--- config.mk ---
export PLATFORM = sky130hd
export DESIGN_NAME = spi_cmd_parser_flat
export DESIGN_NICKNAME = d
export VERILOG_FILES = /design/src/rtl/spi_cmd_parser_if.sv /design/src/rtl/spi_cmd_parser.sv /design/src/flat_wrapper.sv
export SDC_FILE = /design/constraint.sdc
export NUM_CORES = 1
export LEC_CHECK = 0
export BUFFER_PORTS_ARGS = -buffer_cell sky130_fd_sc_hd__buf_2
export CAP_MARGIN = 30
export CORE_UTILIZATION = 40
export CTS_CLUSTER_SIZE = 24
export DETAILED_ROUTE_END_ITERATION = 16
export HOLD_SLACK_MARGIN = 0.1
export PLACE_DENSITY = 0.69
export SLEW_MARGIN = 20
export SYNTH_ARGS = -nofsm -noshare
export SYNTH_HDL_FRONTEND = slang
export SYNTH_SLANG_ARGS = --single-unit
export TNS_END_PERCENT = 5
--- constraint.sdc ---
create_clock -name clk -period 1.4 [get_ports clk]
set_input_delay 0.42 -clock clk [delete_from_list [all_inputs] [get_ports clk]]
set_output_delay 0.42 -clock clk [all_outputs]
set_load 0.02 [all_outputs]
--- src/rtl/spi_cmd_parser_if.sv ---
// Bus bundle between the SPI byte-level slave stage and the command parser.
// The slave modport is the parser's view; the master modport is the opposite side.
interface spi_cmd_parser_if;
    logic       ssel;
    logic       byte_valid;
    logic [7:0] byte_in;
    logic [7:0] byte_out;
    logic [7:0] status;
    logic [6:0] rd_addr;
    logic [7:0] rd_data;
    logic       wr_en;
    logic [6:0] wr_addr;
    logic [7:0] wr_data;
    logic       frame_err;

    modport slave (
        input  ssel, byte_valid, byte_in, status, rd_data,
        output byte_out, rd_addr, wr_en, wr_addr, wr_data, frame_err
    );

    modport master (
        output ssel, byte_valid, byte_in, status, rd_data,
        input  byte_out, rd_addr, wr_en, wr_addr, wr_data, frame_err
    );
endinterface

--- src/rtl/spi_cmd_parser.sv ---
// SPI command parser: command byte selects read/write and start address, data bytes follow.
// Define SPI_CMD_AUTOINC_EN to step the address per data byte; otherwise it holds the command address.
// state | meaning
// IDLE  | no frame, byte_out follows status
// CMD   | frame open, waiting for command byte
// READ  | streaming register read data out
// WRITE | issuing register writes from received bytes
module spi_cmd_parser (
    input  logic              clk,
    input  logic              rst,
    spi_cmd_parser_if.slave   bus
);

`ifdef SPI_CMD_AUTOINC_EN
    localparam logic [6:0] ADDR_STEP = 7'd1;
`else
    localparam logic [6:0] ADDR_STEP = 7'd0;
`endif

    typedef enum logic [1:0] {
        ST_IDLE  = 2'd0,
        ST_CMD   = 2'd1,
        ST_READ  = 2'd2,
        ST_WRITE = 2'd3
    } state_t;

    state_t      r_state, w_state_nxt;
    logic        r_ssel_q1, r_ssel_q2;
    logic [1:0]  r_sync_fill;
    logic        r_armed;
    logic        r_bv_d;
    logic [6:0]  r_addr, w_addr_nxt;
    logic [7:0]  r_byte_out, w_byte_out_nxt;
    logic        r_wr_en, w_wr_en_nxt;
    logic [6:0]  r_wr_addr, w_wr_addr_nxt;
    logic [7:0]  r_wr_data, w_wr_data_nxt;
    logic        r_frame_err, w_frame_err_nxt;

    logic        w_frame_active;
    logic        w_proc;
    logic [6:0]  w_addr_inc;
    logic [6:0]  w_rd_addr;

    assign w_frame_active = ~r_ssel_q2;
    assign w_proc         = r_bv_d;
    assign w_addr_inc     = r_addr + ADDR_STEP;

    // A frame only opens once the synchronised ssel has been genuinely seen high,
    // so a reset in the middle of a frame drops the remainder of that frame.
    always_ff @(posedge clk or posedge rst) begin
        if (rst) begin
            r_ssel_q1   <= 1'b1;
            r_ssel_q2   <= 1'b1;
            r_sync_fill <= 2'b00;
            r_armed     <= 1'b0;
            r_bv_d      <= 1'b0;
        end else begin
            r_ssel_q1   <= bus.ssel;
            r_ssel_q2   <= r_ssel_q1;
            r_sync_fill <= {r_sync_fill[0], 1'b1};
            r_bv_d      <= bus.byte_valid;
            if ((r_sync_fill == 2'b11) && !w_frame_active) begin
                r_armed <= 1'b1;
            end
        end
    end

    always_comb begin
        w_rd_addr = r_addr;
        case (r_state)
            ST_CMD:  w_rd_addr = bus.byte_in[6:0];
            ST_READ: w_rd_addr = w_addr_inc;
            default: w_rd_addr = r_addr;
        endcase
    end

    always_ff @(posedge clk or posedge rst) begin
        if (rst) begin
            r_state     <= ST_IDLE;
            r_addr      <= 7'd0;
            r_byte_out  <= 8'h00;
            r_wr_en     <= 1'b0;
            r_wr_addr   <= 7'd0;
            r_wr_data   <= 8'h00;
            r_frame_err <= 1'b0;
        end else begin
            r_state     <= w_state_nxt;
            r_addr      <= w_addr_nxt;
            r_byte_out  <= w_byte_out_nxt;
            r_wr_en     <= w_wr_en_nxt;
            r_wr_addr   <= w_wr_addr_nxt;
            r_wr_data   <= w_wr_data_nxt;
            r_frame_err <= w_frame_err_nxt;
        end
    end

    // A byte arriving as the frame closes is handled first; the level check returns to IDLE a clk later.
    always_comb begin
        w_state_nxt     = r_state;
        w_addr_nxt      = r_addr;
        w_byte_out_nxt  = r_byte_out;
        w_wr_en_nxt     = 1'b0;
        w_wr_addr_nxt   = r_wr_addr;
        w_wr_data_nxt   = r_wr_data;
        w_frame_err_nxt = 1'b0;
        case (r_state)
            ST_IDLE: begin
                w_byte_out_nxt = bus.status;
                if (w_frame_active && r_armed) begin
                    w_state_nxt = ST_CMD;
                end
            end
            ST_CMD: begin
                if (w_proc) begin
                    w_addr_nxt = bus.byte_in[6:0];
                    if (bus.byte_in[7]) begin
                        w_state_nxt    = ST_READ;
                        w_byte_out_nxt = bus.rd_data;
                    end else begin
                        w_state_nxt    = ST_WRITE;
                        w_byte_out_nxt = 8'h00;
                    end
                end else if (!w_frame_active) begin
                    w_frame_err_nxt = 1'b1;
                    w_state_nxt     = ST_IDLE;
                end
            end
            ST_READ: begin
                if (w_proc) begin
                    w_addr_nxt     = w_addr_inc;
                    w_byte_out_nxt = bus.rd_data;
                end else if (!w_frame_active) begin
                    w_state_nxt = ST_IDLE;
                end
            end
            ST_WRITE: begin
                if (w_proc) begin
                    w_wr_en_nxt    = 1'b1;
                    w_wr_addr_nxt  = r_addr;
                    w_wr_data_nxt  = bus.byte_in;
                    w_addr_nxt     = w_addr_inc;
                    w_byte_out_nxt = 8'h00;
                end else if (!w_frame_active) begin
                    w_state_nxt = ST_IDLE;
                end
            end
            default: w_state_nxt = ST_IDLE;
        endcase
    end

    assign bus.byte_out  = r_byte_out;
    assign bus.rd_addr   = w_rd_addr;
    assign bus.wr_en     = r_wr_en;
    assign bus.wr_addr   = r_wr_addr;
    assign bus.wr_data   = r_wr_data;
    assign bus.frame_err = r_frame_err;

endmodule
--- src/flat_wrapper.sv ---
// flat-port wrapper written by rule: the top's interface ports become plain ports
module spi_cmd_parser_flat 
  (clk, rst, bus_ssel, bus_byte_valid, bus_byte_in, bus_status, bus_rd_data, bus_byte_out, bus_rd_addr, bus_wr_en, bus_wr_addr, bus_wr_data, bus_frame_err);
  spi_cmd_parser_if bus_i ();
  input  logic clk;
  input  logic rst;
  input wire logic [$bits(bus_i.ssel)-1:0] bus_ssel;
  input wire logic [$bits(bus_i.byte_valid)-1:0] bus_byte_valid;
  input wire logic [$bits(bus_i.byte_in)-1:0] bus_byte_in;
  input wire logic [$bits(bus_i.status)-1:0] bus_status;
  input wire logic [$bits(bus_i.rd_data)-1:0] bus_rd_data;
  output wire logic [$bits(bus_i.byte_out)-1:0] bus_byte_out;
  output wire logic [$bits(bus_i.rd_addr)-1:0] bus_rd_addr;
  output wire logic [$bits(bus_i.wr_en)-1:0] bus_wr_en;
  output wire logic [$bits(bus_i.wr_addr)-1:0] bus_wr_addr;
  output wire logic [$bits(bus_i.wr_data)-1:0] bus_wr_data;
  output wire logic [$bits(bus_i.frame_err)-1:0] bus_frame_err;
  assign bus_i.ssel = bus_ssel;
  assign bus_i.byte_valid = bus_byte_valid;
  assign bus_i.byte_in = bus_byte_in;
  assign bus_i.status = bus_status;
  assign bus_i.rd_data = bus_rd_data;
  assign bus_byte_out = bus_i.byte_out;
  assign bus_rd_addr = bus_i.rd_addr;
  assign bus_wr_en = bus_i.wr_en;
  assign bus_wr_addr = bus_i.wr_addr;
  assign bus_wr_data = bus_i.wr_data;
  assign bus_frame_err = bus_i.frame_err;
  spi_cmd_parser u_core (.clk(clk), .rst(rst), .bus(bus_i));
endmodule
==> impl_metrics.yaml, run 1 <==
setup_path:
  cpLargestDelayFamily: "flip-flops"
  end_kind: "primary output"
  arrival_ns: 1.46
  worst_r2r_startpoint: "u_core.r_state[1]"
  crit_type: "reg2out"
  setup.worst_path.start_class: "register"
  path_common_cell: "buf_6"
  cp_num_buf_inv: 2
  cpPeakStageDelay_ns: 0.39
  crit_fanout: 8
  cp.required_ns: 0.98
  worstPathCellList: "nor2b_2 -> buf_6 -> mux2_4 -> buf_6"
  crit_slowest_cell: "dfrtp_1"
  critPathLaunch: "u_core.r_state[1]"
power:
  power.share.clock_pct: 17.9
  p_sw_mw: 1.87
  peakVddDrop_uv: 1300
  power_mw: 5.42
  p_per_area_nw_per_um2: 2310
  leakage_nw: 1.19
  switching_share_pct: 34.6
  p_int_mw: 3.54
  seqPwrFrac_pct: 34.5
  combPwrFrac_pct: 47.6
sta:
  hold_ws_ns: 0.176
  fin_ws_ns: -0.483
  final-hold-violation-count: 0
  period_minus_slack_ns: 1.88
  max_freq_ghz: 0.531
  setup_viol: 31
  clock_skew_ns: 0.00720
  drv_slew: 0
  min_period_over_period_pct: 135
  grt_setup_unrepaired: "true"
synth:
  synthAdderAreaFrac_pct: 0
  synth_top_family_by_area: "multiplexers"
  ys_seq_area_share_pct: 61.2
  synthMuxAreaShare_pct: 19.9
  synth_xor_xnor_area_share_pct: 0
  syn_avg_cell_area_um2: 15.0
  postSynthCellCount: 109
  yosys_warnings: 0
  syn_nets: 137
  ys_ff_latch: 40
  synth_compound_area_share_pct: 7.93
  ys_types: 23
  synth.cell_area_um2: 1640
  synth_simple_gate_area_share_pct: 7.25
die:
  dieArea_um2: 4360
  core_um2: 3800
  die_h_um: 66.0
  die_x_um: 66.0
  start_util_pct: 43.2
  row_count: 22
  io_pins: 60
grt:
  grt_antenna_before_repair: 0
  grt_pass1_vias: 1181
  grt_max_degree: 41
  grt_first_pass_wirelength_um: 5460
  grt_usage_pct: 17.0
  grt-ovfl-total: 0
flow_run:
  drv_cap: 0
final_layout:
  diodes: 0
  finalNonFillerCells: 229
  syn_to_final_growth_pct: 43.1
  drive_above_1_share_pct: 60.8
  layout_common_cells: "buf_2, dfrtp_1, mux2_4"
  final_common_cell: "buf_2"
  finalNetCount: 208
clocking:
  clockBufferDepth: 2
  clk_pin_slew_ns: 0.08
  clock_latency_ns: 0.29
  clock-sinks: 40
  htreeDepth: 2
  cts-root-buf: "clkbuf_8"
  postCtsHoldBufs: 0
  cts_made_buffers: 5
  tritoncts: "yes"
hold_path:
  hp-class: "in2async"
status:
  status: "finished, violations left"
  violations: "setup timing"
place:
  dp.cells: 219
  dp.final_hpwl_um: 2410
  place_ws_ns: -0.229
  place_congestion: 0.777
  port_buffers: 59
drt:
  vias: 1154
  post-route-drc-count: 0
  routed_via_density: 5.04
  drt_iter0_markers: 22
  ant_nets: 0
  wl_per_cell_um: 14.8
  dr.pass1.iters: 2
  wl_um: 3390
[cells in the mapped netlist]
cell / instances / area share, %
dfrtp_1: 38 / 58
mux2_1: 29 / 20
a221o_1: 8 / 4.9
nor3b_1: 8 / 3.7
buf_4: 4 / 1.8
a21oi_1: 2 / 0.61
dfstp_2: 2 / 3.2
inv_1: 2 / 0.46
nor2b_1: 2 / 0.76
a22oi_1: 1 / 0.46
a31o_2: 1 / 0.53
a31o_4: 1 / 1.1
and3_1: 1 / 0.38
and3b_1: 1 / 0.53
buf_2: 1 / 0.30
buf_6: 1 / 0.69
conb_1: 1 / 0.23
inv_2: 1 / 0.23
nand2_1: 1 / 0.23
nand2_4: 1 / 0.69
nand3_2: 1 / 0.61
nor2_2: 1 / 0.38
o22ai_1: 1 / 0.38
[through the flow]
stage	instance area (um^2)	setup TNS, ns	utilization, %
floorplan	1670	-0.946	-
global placement	2080	-1.40	54.8
detailed placement	2080	-1.85	54.8
CTS	2270	-3.97	59.8
global route	2350	-7.51	61.8
finish	2350	-5.64	61.8
[routing by layer]
metal | routed length [um] | up-vias | global-route usage [%]
met5 | 0 | - | 0
met2 | 1790 | 28 | 28.4
met1 | 1370 | 585 | 19.8
li1 | - | 534 | -
met3 | 186 | 7 | 6.03
met4 | 38 | 0 | 6.65
[area by class of cell]
class                           instances  area [um^2]
Multi-Input combinational cell         60          684
Tap cell                               48         60.1
Sequential cell                        40         1000
Clock buffer                            6         82.6
Timing Repair Buffer                   70          467
Fill cell                             309         1450
Inverter                                3         11.3
Clock inverter                          2         38.8
[registers in the layout (all words and copies together) (netlist names)]
name / flops
u_core.bus.frame_err: 1
u_core.r_sync_fill: 2
u_core.bus.wr_en: 1
u_core.r_ssel_q2: 1
u_core.r_bv_d: 1
u_core.r_armed: 1
u_core.bus.wr_data: 8
u_core.bus.wr_addr: 7
u_core.r_addr: 7
u_core.bus.byte_out: 8
u_core.r_state: 2
u_core.r_ssel_q1: 1
[repair_timing]
action / in CTS / in global routing
buffers inserted: 1 / 1
endpoints found under the hold margin: 0 / 0
pin swaps: 8 / 0
endpoints found under the setup margin: 22 / 25
resized for setup: 18 / 18
[cell families after synthesis]
logic type | Yosys count
compound gates | 14
buf+inv | 9
simple gates | 16
flops | 40
other cells | 1
mux | 29
[worst paths after layout]
| kind | cells past startpoint | slack [ns] | end |
|---|---|---|---|
| setup / recovery | 4 | -0.48 | bus_rd_addr[0] |
| hold / removal | 3 | 0.18 | u_core.bus.wr_addr[2] |
| setup reg to reg | 6 | -0.22 | u_core.bus.byte_out[3] |
| hold reg to reg | 0 | 0.37 | u_core.r_ssel_q2 |
| max in group asynchronous | 3 | 0.96 | u_core.r_ssel_q2 |
| min in group clk | 1 | 0.24 | u_core.r_ssel_q1 |
[power groups by stage]
| stage | Combinational (mW) | Sequential (mW) | Clock, mW |
|---|---|---|---|
| 4_1_cts | 2.36 | 1.86 | 1.00 |
| 3_3_place_gp | 2.09 | 1.84 | 0 |
| 2_1_floorplan | 1.02 | 2.26 | 0 |
| 3_5_place_dp | 2.15 | 1.88 | 0 |
| 5_1_grt | 2.73 | 1.93 | 1.05 |
| 6_report | 2.58 | 1.87 | 0.969 |
[tightest hold or removal path: cells and delay by family]
family	cells	cell delay (ns)
buffers and inverters	3	0.40
Note: power is estimated with default switching activity, not from simulation.
==> inputs of run 2 (changes only) <==
--- a/config.mk
+++ b/config.mk
@@ -7,6 +7,7 @@
 export LEC_CHECK = 0
 export BUFFER_PORTS_ARGS = -buffer_cell sky130_fd_sc_hd__buf_2
 export CAP_MARGIN = 30
+export CORE_MARGIN = 4
 export CORE_UTILIZATION = 40
 export CTS_CLUSTER_SIZE = 24
 export DETAILED_ROUTE_END_ITERATION = 16
==> impl_metrics.yaml, run 2 (synthesis results as in run 1) <==
sta:
  grt_setup_unrepaired: "true"
  setup_viol: 16
  period_minus_slack_ns: 1.86
  drv_slew: 0
  final-hold-violation-count: 0
  max_freq_ghz: 0.538
  min_period_over_period_pct: 133
  clock_skew_ns: 0.00545
  fin_ws_ns: -0.460
final_layout:
  diodes: 0
  syn_to_final_growth_pct: 39.4
  layout_common_cells: "buf_2, dfrtp_1, mux2_4"
  fin_util_pct: 57.6
  drive_above_1_share_pct: 57.5
  finalInstanceArea_um2: 2290
  finalNetCount: 206
  final_common_cell: "buf_2"
die:
  row_count: 23
  core_um2: 3970
  dieArea_um2: 5190
  die_x_um: 72.0
  start_util_pct: 41.3
  die_h_um: 72.0
  io_pins: 60
status:
  violations: "setup timing"
  status: "finished, violations left"
setup_path:
  crit_slowest_cell: "dfrtp_1"
  crit_type: "reg2out"
  setup.worst_path.start_class: "register"
  crit_fanout: 8
  arrival_ns: 1.44
  cp.required_ns: 0.98
  worstPathCellList: "nor2b_4 -> buf_8 -> mux2_4 -> buf_6"
  cpPeakStageDelay_ns: 0.41
  end_kind: "primary output"
clocking:
  htreeDepth: 2
  postCtsHoldBufs: 0
  clk_pin_slew_ns: 0.07
  tritoncts: "yes"
  cts-root-buf: "clkbuf_8"
  clock-sinks: 40
  clockBufferDepth: 2
  cts_made_buffers: 5
  clock_latency_ns: 0.28
grt:
  grt_pass1_vias: 1200
  grt_antenna_before_repair: 0
  grt_max_degree: 41
  grt-ovfl-total: 0
  grt_first_pass_wirelength_um: 5490
  grt_usage_pct: 13.6
drt:
  wl_met2_um: 1730
  post-route-drc-count: 0
  top_layer: "met4"
  drt_iter0_markers: 96
  ant_nets: 0
  dr.pass1.iters: 4
  drt-met1-wl_um: 1430
  vias: 1155
  wl_um: 3420
  met3WireLength_um: 201
  routed_via_density: 5.04
  wl_per_cell_um: 14.9
place:
  port_buffers: 59
  place_congestion: 0.748
  dp.final_hpwl_um: 2430
  placed_cell_area_um2: 2080
power:
  peakVddDrop_uv: 1050
  leakage_nw: 1.16
  p_per_area_nw_per_um2: 2240
  power_mw: 5.12
flow_run:
  drv_cap: 0
hold_path:
  hp-class: "in2async"
## run 2: changes by cell type in the layout (fill, tap and decap cells not counted), moves of 2 or more
cell / previous run / this run
buf_4: 6 / 4
clkinv_2: 0 / 2
mux2_1: 6 / 11
mux2_4: 23 / 18
## run 2: worst paths after layout
| kind | startpoint | cells after the start | slack, ns | endpoint |
|---|---|---|---|---|
| max in group asynchronous | rst | 3 | 0.97 | u_core.r_ssel_q2 |
| min in group clk | bus_ssel | 1 | 0.23 | u_core.r_ssel_q1 |
| worst max register to register | u_core.r_state[1] | 5 | -0.14 | u_core.bus.byte_out[3] |
| worst min register to register | u_core.r_ssel_q1 | 0 | 0.36 | u_core.r_ssel_q2 |
| worst max-delay path | u_core.r_state[1] | 4 | -0.46 | bus_rd_addr[6] |
| worst min-delay path | rst | 3 | 0.18 | u_core.bus.wr_data[5] |
## run 2: layout make-up
cell class / instances / area, um^2
Inverter: 3 / 11.3
Timing Repair Buffer: 68 / 455
Clock buffer: 6 / 82.6
Fill cell: 314 / 1680
Multi-Input combinational cell: 60 / 662
Sequential cell: 40 / 1000
Clock inverter: 2 / 10.0
Tap cell: 50 / 62.6
## run 2: power breakdown
group | switching (mW) | total (mW) | internal (mW)
Clock | 0.362 | 0.755 | 0.393
Combinational | 1.22 | 2.50 | 1.27
Sequential | 0.258 | 1.87 | 1.62
Total | 1.84 | 5.12 | 3.28
## run 2: through the flow
stage | TNS [ns] | hold WS (ns) | cells | setup slack [ns]
floorplan | -0.946 | 0.345 | 109 | -0.135
global placement | -1.56 | 0.349 | 220 | -0.211
detailed placement | -1.79 | 0.349 | 220 | -0.224
CTS | -3.51 | 0.181 | 228 | -0.484
global route | -5.05 | 0.196 | 229 | -0.508
finish | -4.24 | 0.178 | 229 | -0.460
## run 2: critical path: cells and delay by family, from the launching register on
family,cells,cell delay [ns]
mux,1,0.32
buf+inv,2,0.29
flops,1,0.41
simple gates,1,0.14
## run 2: routing by layer
layer	track usage [%]	up-vias
met3	3.60	4
met1	15.6	573
met4	6.26	0
met5	0	-
li1	-	539
met2	23.5	39
## run 2: timing repair
item                                    CTS  global route
setup buffers                             0             1
endpoints found under the setup margin   15            15
resized for setup                        16            15
pin swaps                                 6             2
endpoints found under the hold margin     0             0
